--- src/rtl/mem_arb_pkg.sv ---
// Shared types, func3 encodings and the access legality check for the data RAM arbiter.
package mem_arb_pkg;

   localparam logic [2:0] F3_B  = 3'b000;
   localparam logic [2:0] F3_H  = 3'b001;
   localparam logic [2:0] F3_W  = 3'b010;
   localparam logic [2:0] F3_BU = 3'b100;
   localparam logic [2:0] F3_HU = 3'b101;

   localparam int unsigned NUM_MASTERS = 2;

   typedef logic [0:0] master_id_t;

   // Flags misaligned, out-of-range or unsupported-width accesses; depth is in 32-bit words.
   function automatic logic access_err(input logic [31:0] addr,
                                       input logic [2:0]  func3,
                                       input int unsigned depth);
      logic        misaligned;
      logic        out_of_range;
      logic        bad_f3;
      logic [33:0] limit;
      limit        = 34'(depth) << 2;
      misaligned   = ((func3[1:0] == 2'b10) && (addr[1:0] != 2'b00)) ||
                     ((func3[1:0] == 2'b01) && addr[0]);
      out_of_range = ({2'b00, addr} >= limit);
      bad_f3       = !(func3 inside {F3_B, F3_H, F3_W, F3_BU, F3_HU});
      return misaligned || out_of_range || bad_f3;
   endfunction

endpackage

--- src/rtl/rr_arb2.sv ---
// Two-way round-robin picker; last_gnt remembers the most recent winner.
module rr_arb2
   import mem_arb_pkg::*;
(
   input  logic                   clk,
   input  logic                   reset,
   input  logic [NUM_MASTERS-1:0] req,
   output logic [NUM_MASTERS-1:0] gnt
);

   master_id_t last_gnt;

   always_comb begin
      gnt = '0;
      if (!reset) begin
         unique case (req)
            2'b01:   gnt = 2'b01;
            2'b10:   gnt = 2'b10;
            2'b11:   gnt = (last_gnt == 1'b1) ? 2'b01 : 2'b10;
            default: gnt = '0;
         endcase
      end
   end

   always_ff @(posedge clk or posedge reset) begin
      if (reset)
         last_gnt <= 1'b1;
      else if (|gnt)
         last_gnt <= gnt[1];
   end

endmodule

--- src/rtl/data_mem_arbiter.sv ---
// Shares one data RAM between the load/store unit (0) and debug/loader (1) with a one-cycle response.
module data_mem_arbiter
   import mem_arb_pkg::*;
#(
   parameter int unsigned DEPTH_WORDS = 64
) (
   input  logic                         clk,
   input  logic                         reset,
   input  logic [NUM_MASTERS-1:0]       m_req,
   input  logic [NUM_MASTERS-1:0]       m_we,
   input  logic [NUM_MASTERS-1:0][31:0] m_addr,
   input  logic [NUM_MASTERS-1:0][31:0] m_wData,
   input  logic [NUM_MASTERS-1:0][2:0]  m_func3,
   output logic [NUM_MASTERS-1:0]       m_gnt,
   output logic [NUM_MASTERS-1:0]       m_rvalid,
   output logic                         m_err,
   output logic [31:0]                  m_rData,
   output logic                         ram_we,
   output logic [31:0]                  ram_addr,
   output logic [31:0]                  ram_wData,
   output logic [2:0]                   ram_func3,
   input  logic [31:0]                  ram_rData
);

   master_id_t  sel;
   logic        granted;
   logic        req_err;

   logic        rsp_valid;
   master_id_t  rsp_id;
   logic        rsp_err;
   logic [31:0] rsp_data;

   rr_arb2 u_rr_arb2 (
      .clk   (clk),
      .reset (reset),
      .req   (m_req),
      .gnt   (m_gnt)
   );

   // With no grant sel stays 0, so the RAM sees master 0's payload.
   assign granted   = |m_gnt;
   assign sel       = master_id_t'(m_gnt[1]);
   assign ram_addr  = m_addr[sel];
   assign ram_wData = m_wData[sel];
   assign ram_func3 = m_func3[sel];
   assign req_err   = access_err(ram_addr, ram_func3, DEPTH_WORDS);
   assign ram_we    = granted & m_we[sel] & ~req_err;

   always_ff @(posedge clk or posedge reset) begin
      if (reset) begin
         rsp_valid <= 1'b0;
         rsp_id    <= '0;
         rsp_err   <= 1'b0;
         rsp_data  <= '0;
      end else begin
         rsp_valid <= granted;
         rsp_id    <= sel;
         rsp_err   <= granted & req_err;
         rsp_data  <= (granted && !m_we[sel] && !req_err) ? ram_rData : '0;
      end
   end

   always_comb begin
      m_rvalid         = '0;
      m_rvalid[rsp_id] = rsp_valid;
   end

   assign m_err   = rsp_err;
   assign m_rData = rsp_data;

endmodule

--- config.mk ---
export PLATFORM = sky130hd
export DESIGN_NAME = data_mem_arbiter
export DESIGN_NICKNAME = d
export VERILOG_FILES = /design/src/rtl/mem_arb_pkg.sv /design/src/rtl/rr_arb2.sv /design/src/rtl/data_mem_arbiter.sv
export SDC_FILE = /design/constraint.sdc
export NUM_CORES = 1
export LEC_CHECK = 0
export CAP_MARGIN = 20
export CORE_AREA = 2 2 106 108
export CTS_CLUSTER_SIZE = 30
export DETAILED_ROUTE_END_ITERATION = 16
export DIE_AREA = 0 0 108 110
export GPL_TIMING_DRIVEN = 0
export PLACE_DENSITY = 0.71
export SLEW_MARGIN = 20
export SYNTH_ARGS = -nofsm -noshare
export SYNTH_HDL_FRONTEND = slang
export SYNTH_SLANG_ARGS = --single-unit
--- constraint.sdc ---
create_clock -name clk -period 2.2 [get_ports clk]
set_input_delay 0.33 -clock clk [delete_from_list [all_inputs] [get_ports clk]]
set_output_delay 0.33 -clock clk [all_outputs]
set_load 0.01 [all_outputs]
==> results.cfg <==
[floorplanning]
die_width_um = 108
pin_count = 277
die-height_um = 110
rows = 38
initial_core_util = 0.231
fp.coreArea_mm2 = 0.0107
dieArea_mm2 = 0.0119

[place]
placement.io_buffers = 276
placed_area_mm2 = 0.00541
last_weighted_congestion_value_of_the_routability_driven_placer = 0.783
worst_setup_slack_before_clock_tree_synthesis_ns = -0.936
dpl.hpwl_um = 8930

[layout]
final_cell_mix = clkdlybuf4s50_1 (204), buf_6 (61), mux2_4 (41)
area_growth_pct = 147
mostFrequentLayoutCell = clkdlybuf4s50_1
area.sequential_um2 = 902
final_net_count = 684
post_route_cells_drive_above_1_share = 0.442
multi_input_comb_area_mm2 = 0.00169
insertedDiodeCount = 0
layout.filler_cells = 896
total_non_filler_cell_area_in_the_finished_layout_mm2 = 0.00612

[timing]
timing.setup.tns_ns = -1.57
achievable_clock_frequency_mhz = 410
timing_hold_violations_final = 0
timing.final.max_slew_violations = 0
hold-worst-slack_ns = 0.182
period_minus_slack_ns = 2.44
worst-slew-pin-transition_ns = 0.443
worst_slack_ns = -0.241
timing.max_slew.rel_slack = 0.705
setup_violations = 24
skew_ns = 0.00300
layout_worst_path_cycle_share = 1.11
unrepaired_setup_endpoints_after_global_routing = yes

[status]
outcome = finished with violations
violated_checks = negative setup slack

[worst_setup_path]
critPathMaxFanout = 2
rrSetupSlack_ns = 0.10
critical_path.slowest_cell = clkdlybuf4s50_1
worstReg2RegStart = u_rr_arb2.last_gnt
timing.critical_path.buf_inv = 2
critical_path.reg2reg.endpoint = m_rData[21]
critical_path_at_ns = 2.11
max_stage_delay_ns = 0.44
crit_path_cell_trace = clkdlybuf4s50_1 -> nor4_1 -> nand3_1 -> mux2i_4 -> nand2_1 -> nor4b_2 -> buf_2
worstPathRequired_ns = 1.87
worst-setup-path-type = in2out
end_kind = output pin
critical_path.startpoint_type = input pin
crit_family = simple AND/OR/NAND/NOR gates
rr_worst_depth = 9

[logic_synthesis]
synthDominantCellAreaShare = 0.354
syn-instance-count = 200
netlist_area_mm2 = 0.00247
synth_edf_count = 0
synth_cell_type_count = 32
sequential_area_share_after_synthesis = 0.365
syn-mean-instance-area_um2 = 12.4
yosys_register_bits = 36
synthDominantAreaCellType = dfrtp_1
dominantRegCellSynth = dfrtp_1
async_reset_ff_frac = 1.00
yosysWarnings = 0
synthesis.nets = 372
ys_top_cells_by_area = dfrtp_1 (35%), mux2_2 (29%), nor3b_2 (15%), buf_6 (3.2%), nor4_1 (2.5%)

[global_route]
grt_overflow_total = 0
grt_max_degree = 38
met3_usage = 0.0506
vias_in_the_first_global_route = 2965
initial_antenna_violation_count = 0
grt_util_met1 = 0.183
grt_use_total = 0.165
gr-max-usage-layer = met2
grt_first_pass_wirelength_um = 15300
grt.met2_usage = 0.310

[power_and_ir_drop]
power_frac_seq = 0.292
report.power.total_mw = 2.32
swShare = 0.261
power_frac_comb = 0.472
cellInternalPower_mw = 1.71
power.ir.vdd_worst_uv = 250
total_leakage_power_nw = 2.68
clkPwrFrac = 0.236
power.density_cell_area_mw_per_mm2 = 379
sw_power_mw = 0.605

[clocking]
clock_latency_ns = 0.27
post_cts_hold_buffers = 0
clk_root_buffer_cell = clkbuf_8
cts_max_path_buffers = 2
htree_num_levels = 2
clock_sink_count = 36
tritoncts_buffers = 5
tritoncts = yes
cts.clk_slew.worst_paths_ns = 0.07

[min_path]
worst_hold_path_type = in2async

[route]
drc_errors = 0
routedWlPerCell_um = 16.9
detailroute.via_count = 2904
routed_via_density = 4.45
first_drt_pass_iteration_count = 4
detailedRoute.firstIterationViolations = 50
drtAntennaViolNets = 0
finalWirelength_um = 11100

[job]
drv_cap = 0
==> kinds of logic after synthesis <==
logic type      count (synthesis)  synth area share
simple gates                   72             0.256
mux                            67             0.305
flops                          36             0.365
buf+inv                        16            0.0485
compound gates                  9            0.0258
==> worst register-to-register path, stage by stage, from the launching register on <==
cell	delay [ns]
dfstp_2	0.56
nand2_4	0.09
nand2_8	0.14
buf_4	0.14
mux2i_2	0.25
buf_4	0.15
buf_4	0.09
nand4_2	0.18
buf_6	0.24
nor3b_2	0.17
==> state kept, by name, summed over array words and instances, names as in the netlist <==
signal,count
u_rr_arb2.last_gnt,1
rsp_id,1
m_rData,32
m_err,1
rsp_valid,1
==> area by class of cell <==
class	instances	area share
Sequential cell	36	0.147
Tap cell	140	0.0286
Inverter	3	0.00348
Timing Repair Buffer	309	0.510
Clock buffer	6	0.0119
Buffer	9	0.0178
Multi-Input combinational cell	148	0.276
Clock inverter	2	0.00572
==> power by group through the flow <==
stage | clock network [mW] | registers, mW | logic [mW]
5_1_grt | 0.597 | 0.678 | 1.15
6_report | 0.546 | 0.677 | 1.09
3_5_place_dp | 0 | 0.690 | 0.925
2_1_floorplan | 0 | 0.689 | 0.339
4_1_cts | 0.565 | 0.677 | 0.973
3_3_place_gp | 0 | 0.690 | 0.920
==> timing repair <==
action / 4_1_cts / 5_1_grt
setup buffers: 19 / 13
cloned: 1 / 0
setup endpoints to repair: 98 / 58
resized for setup: 265 / 132
endpoints found under the hold margin: 0 / 0
pin swaps: 3 / 5
==> layer usage <==
metal  vias to the layer above  routed length (µm)
met5                         -                   0
met4                         0                 182
met3                        12                1060
met2                       158                5930
met1                      1368                3880
li1                       1366                   -
==> synth_stat cells (2+ instances only) <==
master / count
inv_1: 2
nand4_1: 3
dfrtp_1: 35
nand3_1: 5
buf_2: 6
and2_1: 2
nor2_1: 6
mux2_2: 64
mux2i_1: 2
buf_6: 7
nand2_1: 6
o21ai_0: 2
nor3b_2: 30
nor3b_1: 2
nor4_1: 10
o21ai_1: 2
==> how the worst max path moves through the flow <==
stage	cells after the start	slack [ns]	startpoint	endpoint
2_1_floorplan	6	0.21	u_rr_arb2.last_gnt	ram_we
3_3_place_gp	8	-0.90	reset	ram_we
3_5_place_dp	8	-0.94	reset	ram_we
4_1_cts	7	-0.20	m_addr[11]	ram_we
5_1_grt	7	-0.30	m_addr[56]	ram_we
6_report	7	-0.24	m_addr[56]	ram_we
==> per-stage QoR <==
step	utilization	std cells
3_5_place_dp	0.506	616
2_1_floorplan	-	200
5_1_grt	0.572	653
6_report	0.572	653
4_1_cts	0.536	644
3_3_place_gp	0.506	616
No activity file was read; power rests on OpenSTA's default activity.
